File: config.mk
export PLATFORM = sky130hd
export DESIGN_NAME = fft_start_gen
export DESIGN_NICKNAME = d
export VERILOG_FILES = /design/src/rtl/fft_start_gen.sv
export SDC_FILE = /design/constraint.sdc
export NUM_CORES = 1
export LEC_CHECK = 0
export CORE_ASPECT_RATIO = 0.7
export CORE_MARGIN = 3
export CORE_UTILIZATION = 30
export DETAILED_ROUTE_END_ITERATION = 16
export GPL_TIMING_DRIVEN = 0
export REMOVE_ABC_BUFFERS = 1
export SETUP_SLACK_MARGIN = 0.4
export SLEW_MARGIN = 30
export SYNTH_ARGS = -nofsm -noshare
export SYNTH_HDL_FRONTEND = slang
export SYNTH_SLANG_ARGS = --single-unit
File: constraint.sdc
create_clock -name clk -period 5.7 [get_ports clk]
set_input_delay 1.14 -clock clk [delete_from_list [all_inputs] [get_ports clk]]
set_output_delay 1.14 -clock clk [all_outputs]
set_load 0.02 [all_outputs]
File: src/rtl/fft_start_gen.sv
// ---------------------------------------------------------------------------
// fft_start_gen
// Multi-channel frame-start generator for the burst FFT/IFFT path. Each
// channel gets a registered one-cycle fft_start pulse once after reset
// release and after every completed input frame (valid & last). Pulses on a
// channel are kept at least START_GAP cycles apart; one trigger that arrives
// too early is held in a pending slot, and a further one is dropped.
// Every frame is checked for exactly 2^(ADDR_WIDTH+1) beats.
//
// Ports:
//   clk          single clock
//   rst          asynchronous active-high reset
//   enable       global trigger enable (beat counting/checking continues)
//   m_axi_valid  per-channel input beat valid
//   m_axi_last   per-channel last beat of frame (qualified by valid)
//   err_clr      synchronous clear of all sticky error bits
//   fft_start    registered one-cycle start pulse per channel
//   len_err      sticky: frame length mismatch
//   ovf_err      sticky: trigger dropped because the pending slot was full
// ---------------------------------------------------------------------------
module fft_start_gen #(
  parameter int NUM_CH     = 2,
  parameter int ADDR_WIDTH = 9,
  parameter int RST_DLY    = 3,
  parameter int START_GAP  = 4
) (
  input  logic              clk,
  input  logic              rst,
  input  logic              enable,
  input  logic [NUM_CH-1:0] m_axi_valid,
  input  logic [NUM_CH-1:0] m_axi_last,
  input  logic              err_clr,
  output logic [NUM_CH-1:0] fft_start,
  output logic [NUM_CH-1:0] len_err,
  output logic [NUM_CH-1:0] ovf_err
);

  localparam int              CNT_W      = ADDR_WIDTH + 1;
  localparam logic [CNT_W-1:0] LAST_IDX  = '1;
  localparam logic [7:0]      GAP_RELOAD = 8'(START_GAP - 1);
  localparam logic [3:0]      INIT_EDGE  = 4'(RST_DLY - 2);

  typedef enum logic [1:0] {
    READY,
    GAP,
    PEND
  } chState_e;

  logic [3:0]        initCnt_q;
  logic              initFired_q;
  logic              initTrig_q;
  logic [NUM_CH-1:0] start_q;
  logic [NUM_CH-1:0] lenErr_q;
  logic [NUM_CH-1:0] ovfErr_q;

  assign fft_start = start_q;
  assign len_err   = lenErr_q;
  assign ovf_err   = ovfErr_q;

  // Init sequencer: counts edges after reset release and raises initTrig on
  // edge RST_DLY-1 so that the channel FSMs register the start on edge
  // RST_DLY. initTrig is held until enable is seen high, then retired; the
  // fired flag guarantees a single init trigger per reset.
  always_ff @(posedge clk or posedge rst) begin
    if (rst) begin
      initCnt_q   <= '0;
      initFired_q <= 1'b0;
      initTrig_q  <= 1'b0;
    end else if (!initFired_q) begin
      initCnt_q <= initCnt_q + 4'd1;
      if (initCnt_q == INIT_EDGE) begin
        initTrig_q  <= 1'b1;
        initFired_q <= 1'b1;
      end
    end else if (initTrig_q && enable) begin
      initTrig_q <= 1'b0;
    end
  end

  for (genvar ch = 0; ch < NUM_CH; ch++) begin : g_ch
    chState_e         state_q, state_d;
    logic [7:0]       gapCnt_q, gapCnt_d;
    logic [CNT_W-1:0] beatCnt_q;
    logic             start_d;
    logic             ovfSet;
    logic             lenSet;
    logic             trig;

    // Init and frame triggers landing together merge into one trigger.
    assign trig = enable & ((m_axi_valid[ch] & m_axi_last[ch]) | initTrig_q);

    // A frame is wrong if last comes early, or if the final beat position is
    // reached without last (the counter then simply wraps to zero).
    assign lenSet = m_axi_valid[ch] & (m_axi_last[ch] ^ (beatCnt_q == LAST_IDX));

    // Spacing FSM. GAP with the counter already at zero behaves like READY,
    // so a trigger in that cycle is launched without a pending detour.
    always_comb begin
      state_d  = state_q;
      gapCnt_d = gapCnt_q;
      start_d  = 1'b0;
      ovfSet   = 1'b0;
      unique case (state_q)
        READY: begin
          if (trig) begin
            start_d  = 1'b1;
            gapCnt_d = GAP_RELOAD;
            state_d  = (START_GAP > 1) ? GAP : READY;
          end
        end
        GAP: begin
          if (gapCnt_q == 8'd0) begin
            if (trig) begin
              start_d  = 1'b1;
              gapCnt_d = GAP_RELOAD;
              state_d  = (START_GAP > 1) ? GAP : READY;
            end else begin
              state_d = READY;
            end
          end else begin
            gapCnt_d = gapCnt_q - 8'd1;
            if (trig) state_d = PEND;
          end
        end
        PEND: begin
          ovfSet = trig;
          if (gapCnt_q == 8'd0) begin
            start_d  = 1'b1;
            gapCnt_d = GAP_RELOAD;
            state_d  = (START_GAP > 1) ? GAP : READY;
          end else begin
            gapCnt_d = gapCnt_q - 8'd1;
          end
        end
        default: state_d = READY;
      endcase
    end

    // Channel registers: FSM, start pulse, beat counter and sticky errors.
    // A new error event in the same cycle as err_clr keeps the bit set.
    always_ff @(posedge clk or posedge rst) begin
      if (rst) begin
        state_q      <= READY;
        gapCnt_q     <= '0;
        beatCnt_q    <= '0;
        start_q[ch]  <= 1'b0;
        lenErr_q[ch] <= 1'b0;
        ovfErr_q[ch] <= 1'b0;
      end else begin
        state_q      <= state_d;
        gapCnt_q     <= gapCnt_d;
        start_q[ch]  <= start_d;
        lenErr_q[ch] <= (lenErr_q[ch] & ~err_clr) | lenSet;
        ovfErr_q[ch] <= (ovfErr_q[ch] & ~err_clr) | ovfSet;
        if (m_axi_valid[ch]) begin
          beatCnt_q <= m_axi_last[ch] ? '0 : beatCnt_q + 1'b1;
        end
      end
    end
  end

endmodule

### After elaboration in Yosys (flattened, before gate mapping)

Cells that the tools add are included.

* flip-flop bits (word level): 52
* input bits: 8
* output and inout bits: 6
* word-level logic and storage cells: 101

* add/subtract/negate cells: 5
* eq/ne operators: 14
* muxes and demuxes: 37
* bitwise operators: 19
* reduce and logical (&&, ||, !) cells: 11

Operator list (count)
* 8-bit 2-to-1 mux: 6
* 8-bit case mux with 3 select lines: 2
* 10-bit by 1-bit adder with 10-bit output, second input constant: 2
* 10-bit == test, second input constant: 2
* 10-bit 2-to-1 mux: 2
* 8-bit zero test: 2
* 2-bit 2-to-1 mux: 8
* 8-bit by 1-bit subtractor with 8-bit output, second input constant: 2
* 1-bit 2-to-1 mux: 15
* 2-bit case mux with 3 select lines: 2
* 1-bit AND: 10
* 2-bit != test, second input constant: 4
* 3-bit != test, second input constant: 2
* 1-bit bitwise OR: 6
* 1-bit case mux with 3 select lines: 2
* 3-bit AND reduction: 2
* 3-bit nonzero test: 2
* 4-bit by 1-bit adder with 4-bit output, second input constant: 1
* 2-bit by 1-bit == test with 1-bit output, second input constant: 2
* 2-bit == test, second input constant: 2
* 4-bit by 1-bit == test with 1-bit output, second input constant: 1
* 2-bit zero test: 2
* 2-bit by 1-bit != test with 1-bit output, second input constant: 1
* 2-bit AND reduction: 1
* 4 further kinds: 5

### Longest topological paths before layout

Gate-level depths: netlist (run 1).

* word-level depth: 6
* gate-level depth with buffers: 7

### Least setup slack after synthesis (run 1)

Ideal clock, no wire load.

* path type: input to register
* from: input m_axi_last[0]
* to: register g_ch[0].gapCnt_q[2]
* arrival: 2.178 ns
* slack: 3.375 ns
* stages on the path: 5
* cells stage by stage: and2_1 > clkbuf_1 > o21ai_1 > a211oi_1 > a311oi_1

* cells in the longest elaborated chain, start to end: 6

RTL lines
* from (decl): RTL line 31 `input logic [NUM_CH-1:0] m_axi_last,`
* 1-bit AND *: RTL line 90 `assign trig = enable & ((m_axi_valid[ch] & m_axi_last[ch]) | initTrig_q);`
* 1-bit bitwise OR *: RTL line 90
* 1-bit AND *: RTL line 90
* 8-bit 2-to-1 mux *
* 8-bit 2-to-1 mux
* 8-bit case mux with 3 select lines *
* to (signal assigned): RTL line 151 `gapCnt_q <= gapCnt_d;`
* to (decl): RTL line 82 `logic [7:0] gapCnt_q, gapCnt_d;`

Mark *: on every way between the ends. The rest lies on a longest branch, timed or not.
A chain may end at the register's enable or synchronous reset.

### Final worst setup path (run 1)

* from: input m_axi_valid[0]
* to: register g_ch[0].gapCnt_q[2]

* cells in the longest elaborated chain, start to end: 6

RTL lines
* from (decl): RTL line 30 `input logic [NUM_CH-1:0] m_axi_valid,`
* 1-bit AND *: RTL line 90
* 1-bit bitwise OR *: RTL line 90
* 1-bit AND *: RTL line 90
* 8-bit 2-to-1 mux *
* 8-bit 2-to-1 mux
* 8-bit case mux with 3 select lines *

Marks and branches as above.

==> results of run 1 <==
[cell usage after synthesis (2+ instances only)]
cell / n / share of area [%]
a211oi_1: 3 / 0.73
a21o_1: 2 / 0.49
a21oi_1: 25 / 4.1
a221o_1: 2 / 0.65
a22o_1: 4 / 1.1
a311oi_1: 6 / 1.7
a31oi_1: 8 / 1.6
and3_1: 3 / 0.61
and4_1: 4 / 1.1
clkbuf_1: 7 / 0.86
dfrtp_1: 52 / 42
ha_1: 17 / 6.9
inv_1: 25 / 3.1
mux2_2: 2 / 0.73
nand2_1: 18 / 2.2
nand2b_1: 8 / 1.6
nand3_1: 15 / 2.4
nand4_1: 4 / 0.82
nand4b_1: 3 / 0.86
nor2_1: 24 / 2.9
nor2b_1: 4 / 0.82
nor3_1: 7 / 1.1
nor3b_1: 2 / 0.49
nor4_1: 6 / 1.2
o211ai_1: 3 / 0.73
o21a_1: 2 / 0.49
o21ai_0: 14 / 2.3
o22a_1: 3 / 0.86
o22ai_1: 5 / 1.0
o2bb2ai_1: 4 / 1.1
o31ai_1: 5 / 1.2
or2_2: 2 / 0.41
or3_1: 2 / 0.41
xnor2_1: 9 / 2.6
xor2_1: 5 / 1.4
[cells by family after synthesis]
group | Yosys count | synth area share [%]
AOI/OAI and AO/OA | 97 | 21.6
and+or+nand+nor | 109 | 19.3
DFF | 52 | 42.5
buffers and inverters | 33 | 4.29
adders and majority gates | 17 | 6.94
xor gates and xnor gates | 14 | 4.00
muxes | 4 | 1.43
[state kept, by name, summed over array words and instances, names as in the netlist]
signal,flops
g_ch.beatCnt_q,20
g_ch.gapCnt_q,16
g_ch.state_q,4
initCnt_q,4
fft_start,2
len_err,2
ovf_err,2
initFired_q,1
initTrig_q,1
[per-stage QoR]
stage	cell area (µm²)	utilization (%)	hold slack [ns]
after CTS	3490	35.5	0.481
after detailed placement	3340	34.0	0.467
after floorplan	3030	-	0.447
after global routing	3490	35.5	0.503
final	3490	35.5	0.482
after global placement	3320	33.7	0.460
[final timing paths]
path | start | to | cells past startpoint
min in group asynchronous | rst | g_ch[0].gapCnt_q[0] | 2
hold / removal | initCnt_q[3] | initCnt_q[3] | 1
max in group asynchronous | rst | fft_start[0] | 3
hold reg to reg | initCnt_q[3] | initCnt_q[3] | 1
setup / recovery | m_axi_valid[0] | g_ch[0].gapCnt_q[2] | 5
setup reg to reg | g_ch[0].gapCnt_q[0] | g_ch[0].gapCnt_q[2] | 6
[report_power, final]
part | total, W | internal [W] | leakage [nW] | switching, W
sequential | 0.000549 | 0.000450 | 0.686 | 0.0000982
clock | 0.000319 | 0.000176 | 0.0772 | 0.000143
combinational | 0.000811 | 0.000324 | 0.690 | 0.000487
[metal layers]
metal	wire (µm)	vias up	track usage (%)	part of all wire, %
li1	-	1227	-	-
met1	3370	1224	17.5	51
met2	2860	57	18.2	43
met3	323	7	4.37	4.9
met4	59	0	3.30	0.89
met5	0	-	0	0
[layout make-up]
type	instances	area share (%)
multi-input combinational	241	46.7
sequential	52	37.3
tap	128	4.59
timing repair buffer	14	4.30
clock buffer	6	3.98
inverter	25	2.76
clock inverter	2	0.394
[worst max-delay path, cell delays in order]
cell             delay, ns
clkdlybuf4s50_1       0.73
and2_1                0.40
o21ai_1               0.28
a211oi_1              0.67
a311oi_1              0.11
==> flow_summary.json, run 1 <==
{
  "die_w_um": 127,
  "netlist_area_um2": 3060,
  "nNetsFinal": 364,
  "worstSetupPathType": "in2reg",
  "ys.flop_type": "dfrtp_1",
  "path_clk_slew_ns": 0.07,
  "ant_nets": 0,
  "grt_overflow": 0,
  "seq_area_um2": 1300,
  "hold_class": "reg2reg",
  "cts-buffers-inserted": 5,
  "p_per_area_nw_per_um2": 481,
  "synth_cell_types": 56,
  "drtPass1Iterations": 5,
  "layout-drive-gt1-share_pct": 5.88,
  "grt_antenna_before_repair": 0,
  "yosysWarningCount": 0,
  "critPathRequiredTime_ns": 5.85,
  "cp.arrival_ns": 3.33,
  "r2r_slack_ns": 3.36,
  "postSynthAreaPerCell_um2": 9.40,
  "crit_fanout": 13,
  "n_fill_cell": 981,
  "ios": 14,
  "fin_crit_sh_pct": 55.8,
  "worstMarginPinSlew_ns": 0.677,
  "ys_seq_area_share_pct": 42.5,
  "post-place-ws_ns": 2.25,
  "layoutNonFillerInstCount": 468,
  "initial_core_util_pct": 31.2,
  "clkLatencyLatePin_ns": 0.31,
  "start_kind": "input pin",
  "dp.cells": 460,
  "synth_edf_count": 0,
  "status": "finished clean",
  "skew_ns": 0.00930,
  "place_hpwl_um": 4740,
  "hold_buffers": 0,
  "io_buffers": 13,
  "dieHeight_um": 90.6,
  "post_cts_resized": 0,
  "routed_wirelength_um": 6610,
  "slew_viol_final": 0,
  "synth_seq_cells": 52,
  "initialDrtViolationCount": 232,
  "grt_max_degree": 36,
  "gp_congestion": 0.894,
  "setup_viol_count_final": 0,
  "core_um2": 9830,
  "n_antenna_cell": 0,
  "vias": 2515,
  "multi_input_area_um2": 1630,
  "ir_drop_mv": 0.183,
  "ys_async_sr_fraction_pct": 100,
  "final_common_cell": "dfrtp_1",
  "row_count": 30,
  "rsz0062_at_grt": "false",
  "layout_common_cells": "dfrtp_1 (52), a21oi_1 (25), nor2_1 (24), inv_1 (24), nand2_1 (18)",
  "htree_levels": 2,
  "syn_inst": 326,
  "die_area_um2": 11500,
  "cts_buffer_depth": 2,
  "grt_pass1_wl_um": 11800,
  "tns_ns": 0,
  "drcViolationCount": 0,
  "fin_crit_ns": 3.18,
  "critPathCaptureType": "flop",
  "max_clock_freq_mhz": 315,
  "tritoncts": "yes",
  "syn2layout_area_growth_pct": 14.0,
  "track_usage_pct": 12.5,
  "total_power_w": 0.00168,
  "drv_cap": 0,
  "wl_per_cell_um": 14.1,
  "post_drt_via_cell_ratio": 5.37,
  "slew_headroom_pct": 54.6,
  "post_cts_buffers": 0,
  "grt_pass1_vias": 2454,
  "power_leakage_nw": 1.45,
  "cts_sinks": 52,
  "hold_viol": 0,
  "layout_setup_ws_ns": 2.52,
  "cts_root_buf": "clkbuf_16"
}
(Power assumes the default switching activity.)
==> run 2: changes to the inputs <==
- clock period: 5.7 -> 2.9 ns (I/O delays scaled with it)
==> flow_summary.json, run 2 (synthesized netlist as in run 1, its figures left out) <==
{
  "status": "finished clean",
  "ios": 14,
  "power_leakage_nw": 1.46,
  "path_cells": "inv_1, ha_1, or3b_2, or2_1, a32oi_2, mux2_1",
  "max_clock_freq_mhz": 432,
  "grt_antenna_before_repair": 0,
  "rsz0062_at_grt": "false",
  "post-place-ws_ns": 0.00750,
  "nNetsFinal": 364,
  "p_per_area_nw_per_um2": 944,
  "core_um2": 9830,
  "vias": 2531,
  "cts-buffers-inserted": 5,
  "post_drt_via_cell_ratio": 5.41,
  "skew_ns": 0.00961,
  "die_w_um": 127,
  "htree_levels": 2,
  "ir_drop_mv": 0.360,
  "place_hpwl_um": 4740,
  "cp.arrival_ns": 2.51,
  "grt_max_degree": 36,
  "fin_crit_ns": 2.31,
  "drcViolationCount": 0,
  "largest_reg_flops": 20,
  "layout_setup_ws_ns": 0.587,
  "io_buffers": 13,
  "grt_pass1_wl_um": 11800,
  "final_area_um2": 3500,
  "top_register": "g_ch.beatCnt_q",
  "critPathRequiredTime_ns": 3.09,
  "slowest_delay_ns": 0.51,
  "tns_ns": 0,
  "ant_nets": 0,
  "final_common_cell": "dfrtp_1",
  "layout_common_cells": "dfrtp_1 (52), a21oi_1 (25), nor2_1 (24), inv_1 (24), nand2_1 (18)",
  "setup_viol_count_final": 0,
  "worstSetupPathType": "reg2reg",
  "drv_cap": 0,
  "top_regs": "g_ch.beatCnt_q (20), g_ch.gapCnt_q (16)",
  "hold_class": "reg2reg",
  "slew_headroom_pct": 58.9,
  "slew_viol_final": 0,
  "cts_sinks": 52,
  "routed_wirelength_um": 6590,
  "dpl_cell_area_um2": 3340,
  "die_area_um2": 11500,
  "start_kind": "flop",
  "holdPathStages": 1,
  "track_usage_pct": 12.5,
  "fin_crit_sh_pct": 79.8,
  "gp_congestion": 0.894,
  "hold_viol": 0,
  "clkLatencyLatePin_ns": 0.30,
  "worstRegToRegCells": 6,
  "path_clk_slew_ns": 0.07,
  "wl_per_cell_um": 14.1,
  "tritoncts": "yes",
  "critPathSlowestCell": "or3b_2",
  "n_antenna_cell": 0,
  "worstMarginPinSlew_ns": 0.611,
  "n_fill_cell": 983,
  "grt_pass1_vias": 2451,
  "grt_overflow": 0,
  "crit_fanout": 9,
  "critPathCaptureType": "flop",
  "post_cts_buffers": 0,
  "syn2layout_area_growth_pct": 14.2,
  "cts_buffer_depth": 2,
  "initial_core_util_pct": 31.2,
  "cts_root_buf": "clkbuf_16",
  "layout-drive-gt1-share_pct": 6.47,
  "initialDrtViolationCount": 270,
  "dieHeight_um": 90.6,
  "drtPass1Iterations": 5,
  "row_count": 30
}
==> run 2: through the flow <==
step | std cells | util (%) | total power (W) | hold slack, ns
after floorplan | 318 | - | 0.00226 | 0.447
after global placement | 459 | 33.7 | 0.00262 | 0.460
after detailed placement | 460 | 34.0 | 0.00265 | 0.467
after CTS | 468 | 35.6 | 0.00330 | 0.481
after global routing | 468 | 35.6 | 0.00358 | 0.503
final | 468 | 35.6 | 0.00330 | 0.483
==> run 2: worst max-delay path: cells and delay by family, from the launching register on <==
kind / cells / cell delay [ns]
DFF: 1 / 0.42
buffers and inverters: 1 / 0.10
and+or+nand+nor: 2 / 0.90
AOI/OAI and AO/OA: 1 / 0.27
muxes: 1 / 0.34
adders and majority gates: 1 / 0.17
==> run 2: per-layer routing <==
metal	track usage (%)	routed length, µm
met1	17.5	3330
met2	18.3	2830
met3	4.43	377
met4	3.13	44
met5	0	0
==> run 2: timing repair <==
item,CTS,global route
hold buffers,0,0
resized for setup,1,1
pin swaps,0,1
gates cloned,0,0
endpoints found under the setup margin,5,5
==> run 2: power by group <==
| part | total [W] | internal, W | switching (W) | leakage (nW) |
|---|---|---|---|---|
| Sequential | 0.00108 | 0.000885 | 0.000193 | 0.686 |
| Combinational | 0.00160 | 0.000639 | 0.000960 | 0.692 |
| Clock | 0.000626 | 0.000346 | 0.000280 | 0.0772 |
==> run 2: final timing paths <==
check                      slack, ns           startpoint                  end
setup / recovery                0.59  g_ch[1].gapCnt_q[0]   g_ch[1].state_q[0]
hold / removal                  0.48         initCnt_q[3]         initCnt_q[3]
setup reg to reg                0.59  g_ch[1].gapCnt_q[0]   g_ch[1].state_q[0]
hold reg to reg                 0.48         initCnt_q[3]         initCnt_q[3]
max in group asynchronous       1.88                  rst  g_ch[0].gapCnt_q[3]
min in group asynchronous       0.57                  rst  g_ch[0].gapCnt_q[0]
==> run 2: final cells by class <==
class	count	area, µm²	share of cell area (%)
repair buffers	14	150	4.29
clock inverters	2	13.8	0.393
multi-input cells	241	1640	46.8
inverters	25	96.3	2.75
well taps	128	160	4.58
flip-flops and latches	52	1300	37.2
clock buffers	6	139	3.97
==> run 3: changes to the inputs <==
- clock period: 2.9 -> 2.1 ns (I/O delays scaled with it)
==> flow_summary.json, run 3 (synthesized netlist as in run 1, its figures left out) <==
{
  "status": "finished clean",
  "post_drt_via_cell_ratio": 5.43,
  "final_area_um2": 3990,
  "grt_pass1_wl_um": 12400,
  "power_frac_seq_pct": 25.7,
  "fin_crit_ns": 1.94,
  "path_clk_slew_ns": 0.07,
  "path_cells": "or4_4, or2_4, a32oi_2, mux2_4",
  "routed_wirelength_um": 7500,
  "cts-buffers-inserted": 5,
  "grt_overflow": 0,
  "place_hpwl_um": 4740,
  "worstRegToRegCells": 4,
  "setup_viol_count_final": 0,
  "power_switching_w": 0.00255,
  "busiest_layer": "met2",
  "dp.cells": 460,
  "hold_class": "in2async",
  "max_clock_freq_mhz": 515,
  "rsz0062_at_grt": "true",
  "power_leakage_nw": 1.65,
  "ios": 14,
  "vias": 2674,
  "nNetsFinal": 388,
  "syn2layout_area_growth_pct": 30.1,
  "grt_util_met1_pct": 18.2,
  "clkPwrFrac_pct": 14.7,
  "row_count": 30,
  "die_w_um": 127,
  "layout-drive-gt1-share_pct": 26.1,
  "htree_levels": 2,
  "top_register": "g_ch.beatCnt_q",
  "fin_crit_sh_pct": 92.4,
  "wl_per_cell_um": 15.2,
  "grtUsageMet3_pct": 4.31,
  "track_usage_pct": 13.1,
  "drv_cap": 0,
  "worstMarginPinSlew_ns": 0.461,
  "worstReg2RegEnd": "g_ch[1].state_q[0]",
  "ir_drop_mv": 0.602,
  "layout_common_cells": "dfrtp_1 (48), buf_4 (22), nor2_1 (21)",
  "top_regs": "g_ch.beatCnt_q (20), g_ch.gapCnt_q (16)",
  "reg2reg_from": "g_ch[1].gapCnt_q[2]",
  "cts_sinks": 52,
  "p_per_area_nw_per_um2": 1470,
  "largest_reg_flops": 20,
  "hold_buffers": 0,
  "final_common_cell": "dfrtp_1",
  "critPathSlowestCell": "or4_4",
  "gp_congestion": 0.894,
  "n_antenna_cell": 0,
  "critPathCaptureType": "flop",
  "cts_buffer_depth": 2,
  "layoutNonFillerInstCount": 492,
  "slowest_delay_ns": 0.58,
  "skew_ns": 0.00978,
  "grt.met2_usage_pct": 19.7,
  "r2r_slack_ns": 0.16,
  "slew_viol_final": 0,
  "initial_core_util_pct": 31.2,
  "cp.arrival_ns": 2.13,
  "grt_antenna_before_repair": 0,
  "startpoint": "g_ch[1].gapCnt_q[2]",
  "crit_fanout": 5,
  "initialDrtViolationCount": 232,
  "critPathRequiredTime_ns": 2.29,
  "slew_headroom_pct": 69.2,
  "cts_root_buf": "clkbuf_16",
  "tritoncts": "yes",
  "core_um2": 9830,
  "ant_nets": 0,
  "clkLatencyLatePin_ns": 0.30,
  "drcViolationCount": 0,
  "p_comb_share_pct": 59.6,
  "grt_pass1_vias": 2570,
  "dpl_cell_area_um2": 3340,
  "drtPass1Iterations": 4,
  "start_kind": "flop",
  "cellInternalPower_w": 0.00332,
  "hold_viol": 0,
  "p_sw_share_pct": 43.5,
  "io_buffers": 13,
  "grt_max_degree": 36,
  "worstSetupPathType": "reg2reg",
  "dieHeight_um": 90.6,
  "die_area_um2": 11500
}
[run 3: cell types whose count changed in the layout (fill, tap and decap cells not counted), moves of 4 or more]
cell / change
dfrtp_2: +4
dlygate4sd2_1: +4
ha_1: -8
inv_1: -6
clkdlybuf4s50_1: -9
buf_4: +22
dfrtp_1: -4
a21oi_1: -5
inv_2: +6
ha_4: +6
a21oi_2: +5
[run 3: metal layers]
layer	vias up	routed length [µm]	part of all wire, %
met5	-	0	0
met4	0	53	0.71
met3	4	368	4.9
met2	72	3510	47
met1	1322	3570	48
li1	1276	-	-
[run 3: worst max-delay path, delay by kind of cell, from the launching register on]
family | cells | cell delay (ns)
compound gates | 1 | 0.21
flops | 1 | 0.41
simple gates | 2 | 0.90
mux | 1 | 0.32
[run 3: how the worst max path moves through the flow]
| stage | slack (ns) | endpoint |
|---|---|---|
| finish | 0.16 | g_ch[1].state_q[0] |
| global route | 0.11 | g_ch[1].gapCnt_q[7] |
| CTS | 0.21 | g_ch[1].state_q[0] |
| detailed placement | -0.63 | g_ch[0].gapCnt_q[2] |
| global placement | -0.67 | g_ch[0].gapCnt_q[3] |
| floorplan | 0.004 | g_ch[1].state_q[0] |
[run 3: per-stage QoR]
| step | power (W) | hold WS [ns] | utilization (%) | TNS [ns] | setup slack (ns) |
|---|---|---|---|---|---|
| 6_report | 0.00587 | 0.414 | 40.5 | 0 | 0.159 |
| 5_1_grt | 0.00628 | 0.445 | 40.5 | 0 | 0.111 |
| 4_1_cts | 0.00508 | 0.415 | 37.6 | 0 | 0.206 |
| 3_5_place_dp | 0.00366 | 0.467 | 34.0 | -5.83 | -0.633 |
| 3_3_place_gp | 0.00361 | 0.460 | 33.7 | -40.56 | -0.669 |
| 2_1_floorplan | 0.00312 | 0.447 | - | 0 | 0.00375 |
[run 3: final cells by class]
type / count / area, µm²
Fill cell: 935 / 5850
Multi-Input combinational cell: 241 / 1940
Sequential cell: 52 / 1310
Timing Repair Buffer: 38 / 335
Tap cell: 128 / 160
Clock buffer: 6 / 139
Inverter: 25 / 96.3
Clock inverter: 2 / 13.8
[run 3: timing repair]
item	in CTS	in global routing
gates resized for setup	40	46
cloned	0	0
setup buffers	12	12
pin swaps	10	14
setup endpoints to repair	28	25
[run 3: power groups by stage]
stage          clock network, W  registers (W)  logic (W)
6_report               0.000863        0.00151    0.00350
5_1_grt                0.000934        0.00155    0.00380
4_1_cts                0.000896        0.00146    0.00272
3_5_place_dp                  0        0.00150    0.00215
3_3_place_gp                  0        0.00150    0.00212
2_1_floorplan                 0        0.00146    0.00166
==> RTL change (config.mk and constraints of run 3) <==
Put one more register stage on the output `ovf_err`. The value now appears one clock later. The other outputs are not delayed to match.
--- a/src/rtl/fft_start_gen.sv
+++ b/src/rtl/fft_start_gen.sv
@@ -55,7 +55,9 @@
 
   assign fft_start = start_q;
   assign len_err   = lenErr_q;
-  assign ovf_err   = ovfErr_q;
+  always_ff @(posedge clk) begin
+    ovf_err <= ovfErr_q;
+  end
 
   // Init sequencer: counts edges after reset release and raises initTrig on
   // edge RST_DLY-1 so that the channel FSMs register the start on edge
Function: changed (Yosys sat finds a counterexample within 4 cycles, from zero or initial values and one cycle with rst high).
==> RTL change against run 3 <==
Area after synthesis rose by 3.1%; routed wire length rose by 9.2%; cell area rose by 10%; critical path depth rose by 2; worst setup slack got worse by 0.087 ns; global-route usage rose by 0.35 points; total power rose by 12%; clock power rose by 2%; fmax fell by 4.3%; non-clock buffer count rose by 29; sequential cell count rose by 2; via count rose by 6.4%.
==> RTL change: results <==
export IMPL_status="complete, no violations"
export IMPL_track_usage_pct=13.5
export IMPL_dp_cells=472
export IMPL_postCtsSetupBuffers=24
export IMPL_rrSetupSlack_ns=0.07
export IMPL_wl_mm=8.19
export IMPL_synth_area_top_cells="dfrtp_1, ha_1, a21oi_1"
export IMPL_cts_resized=61
export IMPL_crit_slowest_cell="dfrtp_1"
export IMPL_switchingPower_w=0.00268
export IMPL_fill_cells=912
export IMPL_p_leak_nw=1.83
export IMPL_r2r_start="g_ch[1].gapCnt_q[1]$_DFFE_PP0P_"
export IMPL_cp_slowest_stage_delay_ns=0.40
export IMPL_place_congestion=0.849
export IMPL_yosysSeqAreaShare_pct=42.5
export IMPL_initialDrtViolationCount=283
export IMPL_yosys_top_cells_count="dfrtp_1, nand2_1, nor2_1, inv_1, a21oi_1"
export IMPL_grt_max_degree=35
export IMPL_vias_per_cell=5.34
export IMPL_dpl_hpwl_mm=4.71
export IMPL_post_place_ws_ns=-0.496
export IMPL_r2r_cells=6
export IMPL_instances_no_fill=533
export IMPL_ys_async_sr_fraction_pct=96.3
export IMPL_route_met3_wl_um=366
export IMPL_post_dp_cell_area_um2=3440
## RTL change: power groups by stage
| stage | clock network [W] | logic (W) | registers (W) |
|---|---|---|---|
| 2_1_floorplan | 0 | 0.00165 | 0.00150 |
| 3_3_place_gp | 0 | 0.00211 | 0.00153 |
| 3_5_place_dp | 0 | 0.00215 | 0.00154 |
| 4_1_cts | 0.000897 | 0.00307 | 0.00151 |
| 5_1_grt | 0.000948 | 0.00444 | 0.00159 |
| 6_report | 0.000876 | 0.00413 | 0.00156 |
## RTL change: worst max-delay path: cells and delay by family, from the launching register on
kind                       cells  cell delay [ns]
muxes                          1             0.32
DFF                            1             0.40
adders and majority gates      1             0.15
AOI/OAI and AO/OA              1             0.21
and+or+nand+nor                2             0.73
buffers and inverters          1             0.10
## RTL change: stage by stage
stage | TNS [ns] | hold slack [ns]
after CTS | 0 | 0.386
after global routing | 0 | 0.387
after global placement | -40.61 | 0.370
after floorplan | 0 | 0.348
final | 0 | 0.382
after detailed placement | -6.09 | 0.371
## RTL change: layout make-up
| cell class | instances | area [um2] | area share (%) |
|---|---|---|---|
| clock buffer | 7 | 143 | 3.25 |
| clock inverter | 1 | 8.76 | 0.199 |
| inverter | 25 | 98.8 | 2.25 |
| multi-input combinational | 251 | 2060 | 46.9 |
| sequential | 54 | 1350 | 30.7 |
| tap | 128 | 160 | 3.65 |
| timing repair buffer | 67 | 571 | 13.0 |
## RTL change: worst max path at each step
stage                                      endpoint  depth (start not counted)                            start  slack (ns)
floorplan            g_ch[1].state_q[1]$_DFFE_PP0P_                          6  g_ch[1].gapCnt_q[0]$_DFFE_PP0P_       0.007
global placement    g_ch[0].gapCnt_q[4]$_DFFE_PP0P_                          2                              rst       -0.66
detailed placement  g_ch[0].gapCnt_q[5]$_DFFE_PP0P_                          5                   m_axi_valid[0]       -0.50
CTS                  g_ch[1].state_q[1]$_DFFE_PP0P_                          6  g_ch[1].gapCnt_q[1]$_DFFE_PP0P_        0.07
global route         g_ch[1].state_q[1]$_DFFE_PP0P_                          6  g_ch[1].gapCnt_q[1]$_DFFE_PP0P_        0.03
finish               g_ch[1].state_q[1]$_DFFE_PP0P_                          6  g_ch[1].gapCnt_q[1]$_DFFE_PP0P_        0.07
## RTL change: routing by layer
metal / up-vias / track usage (%)
met4: 0 / 4.55
met5: - / 0
met1: 1389 / 18.5
li1: 1366 / -
met2: 75 / 20.9
met3: 14 / 3.20
## RTL change: cells by family (layout without fill, tap and decap cells)
logic type	count (synthesis)	in the layout	share of synthesized area (%)
AO/OA/AOI/OAI	88	88	19.3
adder cells (fa/ha/maj)	18	18	7.13
buffers and inverters	32	100	3.84
XOR/XNOR	10	10	2.77
AND/OR/NAND/NOR	125	125	21.1
flip-flops	54	54	42.5
multiplexers	10	10	3.37
